$ cat config.mk
export PLATFORM = sky130hd
export DESIGN_NAME = multicycle_ctrl
export DESIGN_NICKNAME = d
export VERILOG_FILES = /design/src/rtl/rv_ctrl_pkg.sv /design/src/rtl/alu_ctrl_dec.sv /design/src/rtl/multicycle_ctrl.sv
export SDC_FILE = /design/constraint.sdc
export NUM_CORES = 1
export LEC_CHECK = 0
export CAP_MARGIN = 20
export CORE_MARGIN = 4
export CORE_UTILIZATION = 33
export DETAILED_ROUTE_END_ITERATION = 6
export GPL_TIMING_DRIVEN = 0
export PLACE_DENSITY = 0.73
export SLEW_MARGIN = 10
export SYNTH_ARGS = -nofsm -noshare
export SYNTH_HDL_FRONTEND = slang
export SYNTH_HIERARCHICAL = 1
export SYNTH_SLANG_ARGS = --single-unit
$ cat constraint.sdc
create_clock -name clk -period 2.4 [get_ports clk]
set_input_delay 0.48 -clock clk [delete_from_list [all_inputs] [get_ports clk]]
set_output_delay 0.48 -clock clk [all_outputs]
set_load 0.1 [all_outputs]
$ cat src/rtl/rv_ctrl_pkg.sv
// Shared definitions for the multi-cycle RV64 subset controller.
//   - state encoding (FETCH=0 .. HALT=9)
//   - major opcodes and funct3 codes of the supported instructions
//   - ALU control codes and alu_src_b select codes
package rv_ctrl_pkg;

    typedef enum logic [3:0] {
        ST_FETCH    = 4'd0,
        ST_DECODE   = 4'd1,
        ST_MEM_ADDR = 4'd2,
        ST_MEM_RD   = 4'd3,
        ST_MEM_WB   = 4'd4,
        ST_MEM_WR   = 4'd5,
        ST_EXEC     = 4'd6,
        ST_ALU_WB   = 4'd7,
        ST_BRANCH   = 4'd8,
        ST_HALT     = 4'd9
    } state_e;

    localparam logic [6:0] OP_LOAD   = 7'b0000011;
    localparam logic [6:0] OP_STORE  = 7'b0100011;
    localparam logic [6:0] OP_RTYPE  = 7'b0110011;
    localparam logic [6:0] OP_IMM    = 7'b0010011;
    localparam logic [6:0] OP_BRANCH = 7'b1100011;

    localparam logic [2:0] F3_ADD = 3'b000;
    localparam logic [2:0] F3_AND = 3'b111;
    localparam logic [2:0] F3_OR  = 3'b110;
    localparam logic [2:0] F3_BEQ = 3'b000;

    localparam logic [6:0] F7_BASE = 7'b0000000;
    localparam logic [6:0] F7_ALT  = 7'b0100000;

    localparam logic [3:0] ALU_AND = 4'b0000;
    localparam logic [3:0] ALU_OR  = 4'b0001;
    localparam logic [3:0] ALU_ADD = 4'b0010;
    localparam logic [3:0] ALU_SUB = 4'b0110;

    localparam logic [1:0] SRCB_RS2  = 2'b00;
    localparam logic [1:0] SRCB_FOUR = 2'b01;
    localparam logic [1:0] SRCB_IMM  = 2'b10;

endpackage

$ cat src/rtl/alu_ctrl_dec.sv
// Combinational instruction-field decoder.
// Maps opcode/funct3/funct7 to the ALU operation used in EXEC and flags
// whether the encoding belongs to the supported subset (used in DECODE).
// Ports:
//   opcode   in  7   instr[6:0]
//   funct3   in  3   instr[14:12]
//   funct7   in  7   instr[31:25]
//   alu_ctrl out 4   ALU operation for the register/immediate ALU ops
//   legal    out 1   encoding is supported
module alu_ctrl_dec
    import rv_ctrl_pkg::*;
(
    input  logic [6:0] opcode,
    input  logic [2:0] funct3,
    input  logic [6:0] funct7,
    output logic [3:0] alu_ctrl,
    output logic       legal
);

    always_comb begin
        alu_ctrl = ALU_ADD;
        legal    = 1'b0;
        case (opcode)
            OP_RTYPE: begin
                case ({funct7, funct3})
                    {F7_BASE, F3_ADD}: legal = 1'b1;
                    {F7_ALT,  F3_ADD}: begin
                        alu_ctrl = ALU_SUB;
                        legal    = 1'b1;
                    end
                    {F7_BASE, F3_AND}: begin
                        alu_ctrl = ALU_AND;
                        legal    = 1'b1;
                    end
                    {F7_BASE, F3_OR}: begin
                        alu_ctrl = ALU_OR;
                        legal    = 1'b1;
                    end
                    default: ;
                endcase
            end
            OP_IMM:    legal = (funct3 == F3_ADD);
            OP_BRANCH: legal = (funct3 == F3_BEQ);
            OP_LOAD,
            OP_STORE:  legal = 1'b1;
            default:   ;
        endcase
    end

endmodule

$ cat src/rtl/multicycle_ctrl.sv
// Multi-cycle control FSM for the RV64 subset core (add/sub/and/or, addi, ld, sd, beq).
// Drives the shared datapath selects/enables one state at a time and runs a
// request/ready handshake on the single memory port with a timeout.
// Optional build macro: MC_PERF_CNT_EN adds cycle_cnt / instret_cnt outputs.
// Ports:
//   clk, rst_n            clock / asynchronous active-low reset
//   instr[31:0]           instruction register contents
//   zero                  ALU zero flag
//   mem_ready             memory accepts/completes the current request
//   mem_req, mem_we, iord memory request, store select, address select
//   ir_write, pc_write, pc_src, alu_src_a, alu_src_b[1:0], alu_ctrl[3:0]
//   reg_write, mem_to_reg datapath enables and selects
//   illegal, bus_err      sticky halt causes
//   cycle_cnt, instret_cnt performance counters (MC_PERF_CNT_EN only)
//   state[3:0]            current state
//
// state     | meaning
// ----------+-------------------------------------------------
// FETCH     | read instruction at PC, PC+4 -> PC on ready
// DECODE    | branch target into ALUOut, dispatch on opcode
// MEM_ADDR  | rs1 + imm for ld/sd
// MEM_RD    | load request at ALUOut
// MEM_WB    | MDR -> rd
// MEM_WR    | store request at ALUOut
// EXEC      | R-type / addi ALU operation
// ALU_WB    | ALUOut -> rd
// BRANCH    | rs1 - rs2, take target when zero
// HALT      | stopped until reset
module multicycle_ctrl
    import rv_ctrl_pkg::*;
#(
    parameter int MAX_WAIT = 16
`ifdef MC_PERF_CNT_EN
    ,
    parameter int CNT_W    = 32
`endif
) (
    input  logic             clk,
    input  logic             rst_n,
    input  logic [31:0]      instr,
    input  logic             zero,
    input  logic             mem_ready,
    output logic             mem_req,
    output logic             mem_we,
    output logic             iord,
    output logic             ir_write,
    output logic             pc_write,
    output logic             pc_src,
    output logic             alu_src_a,
    output logic [1:0]       alu_src_b,
    output logic [3:0]       alu_ctrl,
    output logic             reg_write,
    output logic             mem_to_reg,
    output logic             illegal,
    output logic             bus_err,
`ifdef MC_PERF_CNT_EN
    output logic [CNT_W-1:0] cycle_cnt,
    output logic [CNT_W-1:0] instret_cnt,
`endif
    output logic [3:0]       state
);

    localparam int WAIT_W = $clog2(MAX_WAIT + 1);

    state_e            state_q, state_d;
    logic [WAIT_W-1:0] wait_q, wait_d;
    logic              illegal_q, illegal_d;
    logic              bus_err_q, bus_err_d;

    logic [6:0] opcode;
    logic [3:0] dec_alu_ctrl;
    logic       dec_legal;
    logic       req_state;
    logic       timeout;
    logic       unused_instr_bits;

    assign opcode            = instr[6:0];
    assign unused_instr_bits = ^{instr[24:15], instr[11:7]};

    alu_ctrl_dec u_alu_ctrl_dec (
        .opcode   (opcode),
        .funct3   (instr[14:12]),
        .funct7   (instr[31:25]),
        .alu_ctrl (dec_alu_ctrl),
        .legal    (dec_legal)
    );

    assign req_state = (state_q == ST_FETCH) || (state_q == ST_MEM_RD) ||
                       (state_q == ST_MEM_WR);
    // Last permitted waiting cycle: a late mem_ready here still completes.
    assign timeout   = req_state && !mem_ready &&
                       (wait_q == WAIT_W'(MAX_WAIT - 1));

    always_comb begin
        state_d   = state_q;
        illegal_d = illegal_q;
        bus_err_d = bus_err_q;
        wait_d    = (req_state && !mem_ready) ? wait_q + WAIT_W'(1) : '0;
        case (state_q)
            ST_FETCH: begin
                if (mem_ready) begin
                    state_d = ST_DECODE;
                end else if (timeout) begin
                    state_d   = ST_HALT;
                    bus_err_d = 1'b1;
                end
            end
            ST_DECODE: begin
                if (!dec_legal) begin
                    state_d   = ST_HALT;
                    illegal_d = 1'b1;
                end else begin
                    case (opcode)
                        OP_LOAD, OP_STORE: state_d = ST_MEM_ADDR;
                        OP_BRANCH:         state_d = ST_BRANCH;
                        default:           state_d = ST_EXEC;
                    endcase
                end
            end
            ST_MEM_ADDR: state_d = (opcode == OP_LOAD) ? ST_MEM_RD : ST_MEM_WR;
            ST_MEM_RD: begin
                if (mem_ready) begin
                    state_d = ST_MEM_WB;
                end else if (timeout) begin
                    state_d   = ST_HALT;
                    bus_err_d = 1'b1;
                end
            end
            ST_MEM_WB: state_d = ST_FETCH;
            ST_MEM_WR: begin
                if (mem_ready) begin
                    state_d = ST_FETCH;
                end else if (timeout) begin
                    state_d   = ST_HALT;
                    bus_err_d = 1'b1;
                end
            end
            ST_EXEC:   state_d = ST_ALU_WB;
            ST_ALU_WB: state_d = ST_FETCH;
            ST_BRANCH: state_d = ST_FETCH;
            ST_HALT:   state_d = ST_HALT;
            default:   state_d = ST_HALT;
        endcase
    end

    always_ff @(posedge clk or negedge rst_n) begin
        if (!rst_n) begin
            state_q   <= ST_FETCH;
            wait_q    <= '0;
            illegal_q <= 1'b0;
            bus_err_q <= 1'b0;
        end else begin
            state_q   <= state_d;
            wait_q    <= wait_d;
            illegal_q <= illegal_d;
            bus_err_q <= bus_err_d;
        end
    end

    // Outputs are forced idle while rst_n is low so an in-flight request
    // drops the moment reset asserts, even though the reset state is FETCH.
    always_comb begin
        mem_req    = 1'b0;
        mem_we     = 1'b0;
        iord       = 1'b0;
        ir_write   = 1'b0;
        pc_write   = 1'b0;
        pc_src     = 1'b0;
        alu_src_a  = 1'b0;
        alu_src_b  = SRCB_RS2;
        alu_ctrl   = ALU_ADD;
        reg_write  = 1'b0;
        mem_to_reg = 1'b0;
        if (rst_n) begin
            case (state_q)
                ST_FETCH: begin
                    mem_req   = 1'b1;
                    alu_src_b = SRCB_FOUR;
                    ir_write  = mem_ready;
                    pc_write  = mem_ready;
                end
                ST_DECODE: alu_src_b = SRCB_IMM;
                ST_MEM_ADDR: begin
                    alu_src_a = 1'b1;
                    alu_src_b = SRCB_IMM;
                end
                ST_MEM_RD: begin
                    mem_req = 1'b1;
                    iord    = 1'b1;
                end
                ST_MEM_WB: begin
                    reg_write  = 1'b1;
                    mem_to_reg = 1'b1;
                end
                ST_MEM_WR: begin
                    mem_req = 1'b1;
                    iord    = 1'b1;
                    mem_we  = 1'b1;
                end
                ST_EXEC: begin
                    alu_src_a = 1'b1;
                    alu_src_b = (opcode == OP_IMM) ? SRCB_IMM : SRCB_RS2;
                    alu_ctrl  = dec_alu_ctrl;
                end
                ST_ALU_WB: reg_write = 1'b1;
                ST_BRANCH: begin
                    alu_src_a = 1'b1;
                    alu_ctrl  = ALU_SUB;
                    pc_write  = zero;
                    pc_src    = 1'b1;
                end
                default: ;
            endcase
        end
    end

    assign illegal = illegal_q;
    assign bus_err = bus_err_q;
    assign state   = state_q;

`ifdef MC_PERF_CNT_EN
    logic [CNT_W-1:0] cycle_q, cycle_d;
    logic [CNT_W-1:0] instret_q, instret_d;
    logic             retire;

    assign retire = (state_q == ST_MEM_WB) || (state_q == ST_ALU_WB) ||
                    (state_q == ST_BRANCH) ||
                    ((state_q == ST_MEM_WR) && mem_ready);

    always_comb begin
        cycle_d   = (state_q != ST_HALT) ? cycle_q + CNT_W'(1) : cycle_q;
        instret_d = retire ? instret_q + CNT_W'(1) : instret_q;
    end

    always_ff @(posedge clk or negedge rst_n) begin
        if (!rst_n) begin
            cycle_q   <= '0;
            instret_q <= '0;
        end else begin
            cycle_q   <= cycle_d;
            instret_q <= instret_d;
        end
    end

    assign cycle_cnt   = cycle_q;
    assign instret_cnt = instret_q;
`else
    // Performance counters are not built in this configuration.
`endif

endmodule

# After elaboration in Yosys (flattened, before gate mapping)
# Index checks and enable logic that the tools add are counted.
[totals] regBits=11 inputBits=36 out_inout_bits=21 wordCells=79
[classes] n_addsub=1 n_eq_ne=17 mux=36 bitwise_logic=2 reduce_logical=19
[op_table] operator="two-way mux 4 bit" n=7
[op_table] operator="one-hot mux 4 bit (7 select lines)" n=1
[op_table] operator="== test 10 x 3 -> 1 bit, second input constant" n=2
[op_table] operator="two-way mux 1 bit" n=18
[op_table] operator="== test 4 x 3 -> 1 bit, second input constant" n=4
[op_table] operator="one-hot mux 4 bit (2 select lines)" n=2
[op_table] operator="== test 7 x 6 -> 1 bit, second input constant" n=2
[op_table] operator="== test 10 x 9 -> 1 bit, second input constant" n=1
[op_table] operator="zero test 10 bit" n=1
[op_table] operator="OR reduction 2 bit" n=5
[op_table] operator="one-hot mux 3 bit (3 select lines)" n=1
[op_table] operator="OR reduction 3 bit" n=3
[op_table] operator="== test 4 x 2 -> 1 bit, second input constant" n=2
[op_table] operator="== test 7 x 2 -> 1 bit, second input constant" n=1
[op_table] operator="== test 7 x 5 -> 1 bit, second input constant" n=1
[op_table] operator="== test 7 bit, second input constant" n=1
[op_table] operator="one-hot mux 2 bit (3 select lines)" n=1
[op_table] operator="adder 5 x 1 -> 5 bit, second input constant" n=1
[op_table] operator="== test 5 x 4 -> 1 bit, second input constant" n=1
[op_table] operator="two-way mux 5 bit" n=1
[op_table] operator="== test 4 x 1 -> 1 bit, second input constant" n=1
[op_table] operator="== test 4 bit, second input constant" n=1
[op_table] operator="zero test 4 bit" n=1
[op_table] operator="two-way mux 2 bit" n=2
[op_table] operator="11 further kinds" n=14

# Longest topological paths before layout
# Gate-level depths: netlist (run 1).
[depth] word_depth=8 mapped_depth=7 ltp_nobuf=7

# Cells and area by module
# Netlist (run 1), hierarchy kept.
[modules_own_cells] mod="multicycle_ctrl" instances=1 cells_each=93 area_each_um2=784.5 seq_area_each_um2=275.3
[modules_own_cells] mod="alu_ctrl_dec" instances=1 cells_each=16 area_each_um2=133.9 seq_area_each_um2=0.0

# Worst setup path after synthesis (run 1)
# OpenSTA, ideal clock, no wires.
[synth_timing] path_type="flip-flop to output port" startpoint="reg state_q[2] (netlist: state[2])" endpoint="out reg_write" arrival_time_ns=3.470 t_required_ns=1.920 setup_slack_ns=-1.550 stages_incl_launch_ff=4 n_path_buf=1 path_cell_list="dfrtp_1 -> buf_4 -> nand2_1 -> nor3_1"
[synth_between] elab_chain_cells=4 word_cells_on_any_way=5 cone_classes="eq/ne (2); mux (2); reduce/logical (1)"
[synth_rtl] item="from (decl)" line_no="multicycle_ctrl.sv:65" rtl="state_e state_q, state_d;"
[synth_rtl] item="from (signal assigned)" line_no="multicycle_ctrl.sv:153" rtl="state_q <= state_d;"
[synth_rtl] item="== test 4 x 3 -> 1 bit" line_no="multicycle_ctrl.sv:175" rtl="case (state_q)"
[synth_rtl] item="OR reduction 2 bit (no line) (*)"
[synth_rtl] item="two-way mux 1 bit (*)" line_no="multicycle_ctrl.sv:175"
[synth_rtl] item="two-way mux 1 bit (*)" line_no="multicycle_ctrl.sv:174" rtl="if (rst_n) begin"
[synth_rtl] item="to (decl)" line_no="multicycle_ctrl.sv:52" rtl="output logic reg_write,"
# Mark *: on every way between the ends. The rest lies on a longest branch, timed or not.

# Worst setup path after layout (run 1)
[layout_timing] startpoint="in instr[29]" endpoint="out alu_ctrl[1]"
[layout_between] elab_chain_cells=5 word_cells_on_any_way=7 cone_classes="eq/ne (3); mux (4)"
[layout_rtl] item="from (decl)" line_no="multicycle_ctrl.sv:40" rtl="input logic [31:0] instr,"
[layout_rtl] item="== test 10 x 3 -> 1 bit or == test 10 x 9 -> 1 bit (tied branches)" line_no="alu_ctrl_dec.sv:25" rtl="case ({funct7, funct3})"
[layout_rtl] item="one-hot mux 3 bit (3 select lines) (*)" line_no="alu_ctrl_dec.sv:25"
[layout_rtl] item="two-way mux 4 bit (*)" line_no="alu_ctrl_dec.sv:23" rtl="case (opcode)"
[layout_rtl] item="named net dec_alu_ctrl[1]" line_no="multicycle_ctrl.sv:71" rtl="logic [3:0] dec_alu_ctrl;"
[layout_rtl] item="one-hot mux 4 bit (2 select lines) (*)" line_no="multicycle_ctrl.sv:175"
[layout_rtl] item="two-way mux 4 bit (*)" line_no="multicycle_ctrl.sv:174"
[layout_rtl] item="to (decl)" line_no="multicycle_ctrl.sv:51" rtl="output logic [3:0] alu_ctrl,"
# Mark *: on every way through the listed nets, which the timed path passes. The rest lies on a longest branch.

==> run metrics, run 1 <==
outcome=finished with violations; failing checks=setup timing; r2r startpoint=wait_q[0]; crit end category=output pin; # IOs=57; met3 usage=2.77%; Final Setup Violations=3; Final min period=2.65 ns; Die X=~61 µm; Final Instance Area=1520 µm²; Non-Filler Instances=between 150 and 200; Area Overhead vs Synth=65.4%; pwr/cell area=between 200 and 250 nW/µm²; hold bufs inserted after CTS=0; crit path kind=in2out; total clock sinks=11; gpl congestion=0.758; routed vias=between 1k and 1.5k; number of global-route vias before repair=983; Leak=0.660 nW; met2 Use GR=30.1%; Finished Core Util=59.2%; HPWL Detailed=2.18 mm; setup slack after layout=-0.249 ns; Diodes inserted=0; slew of the pin with the lowest slew margin=between 0.9 and 1 ns; remaining global-route overflow=0; WHS=0.106 ns; root buffer cell=clkbuf_4; highest clock rate=approximately 0.38 GHz; Worst EP arrival=2.17 ns; fin crit share=110%; busiest grt layer=met2; max cap viols=0; total wire length=2.98 mm; post-synth net total=147; most frequent cell after synthesis=nor2_1; synthesized area per cell=around 8.4 µm²; Pins Over Slew Limit=0; Hold Path Class=in2async; worst reg-to-reg setup slack=between 0.7 and 0.8 ns; share of the synthesized area in the top cell type=30.0%; RSZ-0062 raised after global routing=yes; DIE AREA=3690 µm²; GRT Overall Usage=between 10% and 20%; wire per inst=between 15 and 20 µm; CTS tree=yes; FF-to-FF End=state[2]; FFs w/ async S/R, synth=100%; Crit Path Max Fanout=3; site row count=18; Port-buffer cells=40; ys flop type=dfrtp_1; distinct cell type count after synthesis=44; clk buf depth=2; drt pass-1 iters=4; DR vias/cell=5.41; VDD IR max=0.000273 V; largest area contributor in the netlist=dfrtp_1; synth cell count leaders=nor2_1, dfrtp_1, and3_1, o21ai_0; Register-to-Register Path Depth=6; Post-synth EDFFs=0; Rel. slew slack=34.8%; initial core utilization=between 30% and 40%; initial antenna violation count=0; dominant cells by area after synthesis=dfrtp_1, nor2_1, and3_1, o21ai_0, buf_4; CTS Buf Count=3; layout cells sized above 1=41.7%; Final #Nets=195; placed cell count=179; Worst Setup Start Kind=primary input; Synth Register Bits=11; Netlist Area Pre-Place=918 µm²; clk_lat worst skew=0.26 ns; met1 usage=19.7%; die height=60.8 µm; H-tree Lvls=1; Final Hold Fails=0; YS warnings=6; Final Skew=0.00581 ns; Synth Instances=109; drt initial violations=35; drt drc=0; Placed Area=1450 µm²; sequential cell area fraction in the yosys report=30.0%; CTS clk-pin slew, worst paths=0.07 ns; global-route wire length before repair=about 4.6 mm; Core ar.=2570 µm²; post-route ant nets=0; Req. time, crit path=1.92 ns; largest net degree at the start of global routing=17
-- per-layer routing --
layer / vias to the layer above / wire length, µm
met5: - / 0
li1: 485 / -
met2: 39 / 1540
met4: 0 / 9
met1: 480 / 1180
met3: 2 / 256
-- layout by cell type (no fill, tap or decap), drive strengths merged, types with 2 or more instances in the layout --
master and n:
a21o 2, a21oi 5, and2 2, and3 6
buf 27, clkbuf 7, clkdlybuf4s50 12, dfrtp 11
dlygate4sd2 2, dlymetal6s2s 3, ha 2, inv 5
nand2 5, nand2b 3, nand3b 2, nor2 17
nor2b 3, nor3 5, nor4 3, o21ai 6
o21bai 3, o311ai 2, or3 2, xor2 2
-- cell families after synthesis --
kind of cell / Yosys count / synth area share (%)
compound gates: 26 / 20.3
xor+xnor: 3 / 3.68
fa+ha+maj: 2 / 2.72
buf+inv: 10 / 5.86
flops: 11 / 30.0
mux: 2 / 2.32
other cells: 1 / 0.408
simple gates: 54 / 34.7
-- sequential cells by signal, summed over array words and instances, names as in the netlist --
| register | cells |
|---|---|
| illegal | 1 |
| wait_q | 5 |
| bus_err | 1 |
| state | 4 |
-- report_power, final --
group / internal, mW / total, mW / leakage [nW] / switching, mW
logic: 0.0320 / 0.0605 / 0.511 / 0.0285
clock network: 0.0642 / 0.121 / 0.0150 / 0.0567
registers: 0.185 / 0.185 / 0.134 / 0.0000914
-- worst max-delay path: stages --
cell,delay (ns)
buf_6,0.09
or4_4,0.54
nor4_4,0.36
nand4b_4,0.15
or3_4,0.36
buf_12,0.17
-- through the flow --
step | worst slack, ns | setup TNS [ns] | total power [mW]
3_5_place_dp | -1.54 | -18.89 | 0.250
4_1_cts | -0.290 | -0.565 | 0.367
5_1_grt | -0.306 | -0.863 | 0.387
6_report | -0.249 | -0.680 | 0.367
2_1_floorplan | -0.0184 | -0.0184 | 0.204
3_3_place_gp | -1.46 | -17.78 | 0.248
-- worst max-delay path by stage --
stage | end | start | slack [ns] | cells past startpoint
2_1_floorplan | alu_ctrl[1] | instr[25] | -0.02 | 4
3_3_place_gp | alu_ctrl[0] | rst_n | -1.46 | 6
3_5_place_dp | alu_ctrl[0] | rst_n | -1.54 | 6
4_1_cts | alu_ctrl[1] | instr[3] | -0.29 | 6
5_1_grt | alu_ctrl[1] | instr[29] | -0.31 | 6
6_report | alu_ctrl[1] | instr[29] | -0.25 | 6
-- layout make-up --
class                   count  area, µm²
fillers                   251       1050
multi-input cells          88        717
repair buffers             43        402
flip-flops and latches     11        283
well taps                  30       37.5
plain buffers               5       35.0
clock buffers               4       26.3
inverters                   5       18.8
-- repair_timing --
action | 4_1_cts | 5_1_grt
endpoints found under the setup margin | 18 | 15
pin swaps | 6 | 4
resized for setup | 121 | 20
buffers inserted | 2 | 1
(Power assumes the default switching activity.)
==> run 2: changes to the inputs <==
CTS_CLUSTER_DIAMETER = 30   (was not set)
SKIP_LAST_GASP = 1   (was not set)
==> run metrics, run 2 (same netlist as run 1, synthesis figures left out) <==
outcome=finished with violations; Final Hold Fails=0; post-route ant nets=0; wire per inst=15.9 µm; FF-to-FF End=state[2]; fin crit share=110%; CTS clk-pin slew, worst paths=0.07 ns; clk buf depth=2; die height=60.8 µm; initial core utilization=35.8%; drt pass-1 iters=6; total clock sinks=11; Port-buffer cells=40; initial antenna violation count=0; share of power burned in registers=50.7%; Final Skew=0.00697 ns; Placed Area=about 1500 µm²; number of global-route vias before repair=981; Rel. slew slack=34.8%; max cap viols=0; CTS tree=yes; Critical Path End=alu_ctrl[1]; H-tree Lvls=1; Final #Nets=194; HPWL Detailed=2.18 mm; GRT Overall Usage=16.3%; flip-flop count of the largest register after layout=5; Crit Path Max Fanout=3; highest clock rate=0.379 GHz; Req. time, crit path=between 1.5 and 2 ns; pwr/cell area=244 nW/µm²; Comb pwr share=16.0%; site row count=18; Leak=around 0.65 nW; root buffer cell=clkbuf_4; register with the most flip-flops=wait_q; global-route wire length before repair=4.60 mm; switching power total=between 0.08 and 0.09 mW; layout cells sized above 1=slightly above 40%; remaining global-route overflow=0; routed vias=roughly 1k; Final Instance Area=1500 µm²; DR vias/cell=around 5.4; Clock Power Share=33.2%; Area Overhead vs Synth=63.1%; switching share of power=23.1%; Final min period=2.64 ns; Pins Over Slew Limit=0; Die X=60.8 µm; total wire length=slightly below 3 mm; crit end category=output pin; Hold Path Class=in2async; # IOs=57; failing checks=setup timing; VDD IR max=approximately 0.00027 V; CTS Buf Count=3; drt initial violations=26; setup slack after layout=-0.236 ns; Worst Setup Start Kind=primary input; # fillers=between 200 and 300; RSZ-0062 raised after global routing=yes; most frequent cells in the layout=buf_4, clkdlybuf4s50_1, nor2_1; largest net degree at the start of global routing=17; clk_lat worst skew=0.26 ns; most common cell after layout, fill and taps aside=buf_4; crit path from=instr[29]; post-layout power=0.366 mW; crit path kind=in2out; Core ar.=~2600 µm²; Worst EP arrival=roughly 2.2 ns; r2r startpoint=wait_q[0]; Final Setup Violations=3; Register-to-Register Path Depth=6; gpl congestion=0.758; Diodes inserted=0; DIE AREA=3690 µm²; worst reg-to-reg setup slack=0.79 ns; drt drc=0; slew of the pin with the lowest slew margin=0.975 ns; Int Power=approximately 0.28 mW
## run 2: cell count changes in the layout (fill, tap and decap cells not counted)
cell	delta
buf_6	-1
nor2_2	+1
nor2_4	-1
nor3_1	+1
nor3_2	-1
## run 2: repair_timing
action                                  CTS  global route
pin swaps                                 6             4
setup buffers                             2             0
endpoints found under the setup margin   18            15
gates resized for setup                 118            20
hold buffers                              0             0
## run 2: layout make-up
class | count | area (µm²) | share of cell area, %
buffer | 5 | 35.0 | 2.34
clock buffer | 4 | 26.3 | 1.75
inverter | 5 | 18.8 | 1.25
multi-input combinational | 88 | 707 | 47.2
sequential | 11 | 283 | 18.9
tap | 30 | 37.5 | 2.51
timing repair buffer | 42 | 390 | 26.1
## run 2: worst max-delay path, stage by stage
cell and delay [ns]:
buf_6 0.09, or4_4 0.54, nor4_4 0.36, nand4b_4 0.15
or3_4 0.36, buf_12 0.17
## run 2: through the flow
| stage | util, % | TNS [ns] | worst slack [ns] | hold WS, ns | cells |
|---|---|---|---|---|---|
| finish | 58.3 | -0.545 | -0.236 | 0.104 | 185 |
| global route | 58.3 | -0.752 | -0.301 | 0.104 | 185 |
| CTS | 56.5 | -0.659 | -0.290 | 0.216 | 185 |
| detailed placement | 56.6 | -18.89 | -1.54 | 0.454 | 179 |
| global placement | 56.6 | -17.78 | -1.46 | 0.451 | 179 |
| floorplan | - | -0.0184 | -0.0184 | 0.184 | 109 |
## run 2: power groups by stage
stage	registers, mW	clock network (mW)	logic (mW)
after CTS	0.185	0.126	0.0564
after floorplan	0.191	0	0.0134
after global placement	0.189	0	0.0586
after detailed placement	0.189	0	0.0610
final	0.185	0.122	0.0586
after global routing	0.185	0.137	0.0631
## run 2: worst min-delay path by stage
stage                   start        end  slack, ns
global route            rst_n  wait_q[3]       0.10
finish                  rst_n  wait_q[3]       0.10
global placement    wait_q[0]  wait_q[0]       0.45
CTS                     rst_n  wait_q[3]       0.22
detailed placement  wait_q[0]  wait_q[0]       0.45
floorplan               rst_n    bus_err       0.18
## run 2: metal layers
layer | routed length, µm | vias to the layer above | GRT usage, %
met4 | 9 | 0 | 3.72
met1 | 1140 | 480 | 19.7
met2 | 1540 | 42 | 30.1
li1 | - | 482 | -
met3 | 247 | 2 | 2.77
met5 | 0 | - | 0
==> run 3: changes to the inputs <==
CORE_MARGIN = 1   (was 4)
==> run metrics, run 3 (same netlist as run 1, synthesis figures left out) <==
outcome=finished with violations; failing checks=setup timing; initial core utilization=36.1%; Final #Nets=194; switching power total=0.0856 mW; Diodes inserted=0; site row count=18; Die X=54.8 µm; clk buf depth=2; HPWL Detailed=between 1.5 and 2 mm; crit end category=output pin; slew of the pin with the lowest slew margin=0.964 ns; layout cells sized above 1=38.7%; Crit Path Max Fanout=3; remaining global-route overflow=0; die height=54.8 µm; drt drc=0; GRT Overall Usage=18.1%; pwr/cell area=246 nW/µm²; Worst Setup Start Kind=primary input; register with the most flip-flops=wait_q; WHS=0.0967 ns; routed vias=1031; Req. time, crit path=1.92 ns; setup slack after layout=-0.221 ns; most common cell after layout, fill and taps aside=clkdlybuf4s50_1; # IOs=57; multi-input combinational cell area=698 µm²; number of global-route vias before repair=915; Rel. slew slack=35.6%; max cap viols=0; Storage cell area=283 µm²; drt initial violations=16; crit path from=instr[3]; RSZ-0062 raised after global routing=yes; wire per inst=14.2 µm; Final Setup Violations=5; Int Power=between 0.2 and 0.3 mW; total clock sinks=11; setup TNS=-0.564 ns; Finished Core Util=58.7%; most frequent cells in the layout=clkdlybuf4s50_1, buf_4, nor2_1; Final min period=2.62 ns; VDD IR max=roughly 0.00034 V; Pins Over Slew Limit=0; Hold Path Class=in2async; Port-buffer cells=40; DIE AREA=3000 µm²; Comb pwr share=around 15%; Clock Power Share=about a third; CTS clk-pin slew, worst paths=0.07 ns; largest net degree at the start of global routing=17; share of power burned in registers=50.5%; global-route wire length before repair=3.94 mm; fin crit share=109%; Core ar.=2540 µm²; Final Hold Fails=0; clk_lat worst skew=0.27 ns; Area Overhead vs Synth=62.5%; gpl congestion=slightly below 0.8; switching share of power=between 20% and 30%; # fillers=239; post-route ant nets=0; CTS Buf Count=3; r2r startpoint=wait_q[0]; CTS tree=yes; highest clock rate=between 0.3 and 0.4 GHz; Final Skew=0.00795 ns; root buffer cell=clkbuf_4; DR vias/cell=around 5.6; total wire length=2.63 mm; drt pass-1 iters=5; flip-flop count of the largest register after layout=5; Leak=0.652 nW; initial antenna violation count=0; H-tree Lvls=1; crit path kind=in2out; Worst EP arrival=2.14 ns
## run 3: cell count changes in the layout (fill, tap and decap cells not counted), sizes merged
cell / previous run / this run
clkbuf: 7 / 8
dlygate4sd2: 2 / 3
buf: 26 / 24
## run 3: path summary, 6_finish.rpt
path                       slack (ns)          end  cells past startpoint
max in group asynchronous        2.03     state[1]                      1
min reg2reg                      0.47    wait_q[0]                      1
max reg2reg                      0.71     state[2]                      6
max                             -0.22  alu_ctrl[1]                      6
min                               0.1    wait_q[2]                      1
min in group clk                 0.47    wait_q[0]                      1
## run 3: per-stage QoR
step / setup WS [ns] / std cells / cell area, µm² / total power, mW
final: -0.221 / 185 / 1490 / 0.367
after CTS: -0.263 / 184 / 1440 / 0.370
after global placement: -1.46 / 179 / 1450 / 0.248
after detailed placement: -1.47 / 179 / 1450 / 0.249
after global routing: -0.267 / 185 / 1490 / 0.381
after floorplan: -0.0184 / 109 / 1010 / 0.204
## run 3: worst max-delay path: stages
cell      delay, ns
buf_6          0.09
or4bb_4        0.54
nor4_4         0.34
nand4b_4       0.15
or3_4          0.36
buf_12         0.17
## run 3: final cells by class
class                           instances  share of cell area [%]
Timing Repair Buffer                   42                    26.4
Inverter                                5                    1.26
Tap cell                               30                    2.51
Clock buffer                            4                    1.76
Sequential cell                        11                    18.9
Multi-Input combinational cell         88                    46.8
Buffer                                  5                    2.35
## run 3: layer usage
layer  track usage, %  routed length (µm)
met1             20.7                1110
met5                0                   0
met4             7.69                  41
met2             33.9                1330
met3             1.11                 149
## run 3: power by group through the flow
stage / Sequential [mW] / Clock (mW) / Combinational (mW)
floorplan: 0.191 / 0 / 0.0134
global placement: 0.189 / 0 / 0.0586
detailed placement: 0.189 / 0 / 0.0596
CTS: 0.185 / 0.130 / 0.0549
global route: 0.185 / 0.135 / 0.0608
finish: 0.185 / 0.125 / 0.0567
## run 3: what timing repair did
action | 4_1_cts | 5_1_grt
hold buffers | 0 | 0
setup endpoints to repair | 17 | 14
setup buffers | 1 | 1
pin swaps | 7 | 4
hold endpoints to repair | 0 | 0
resized for setup | 114 | 16
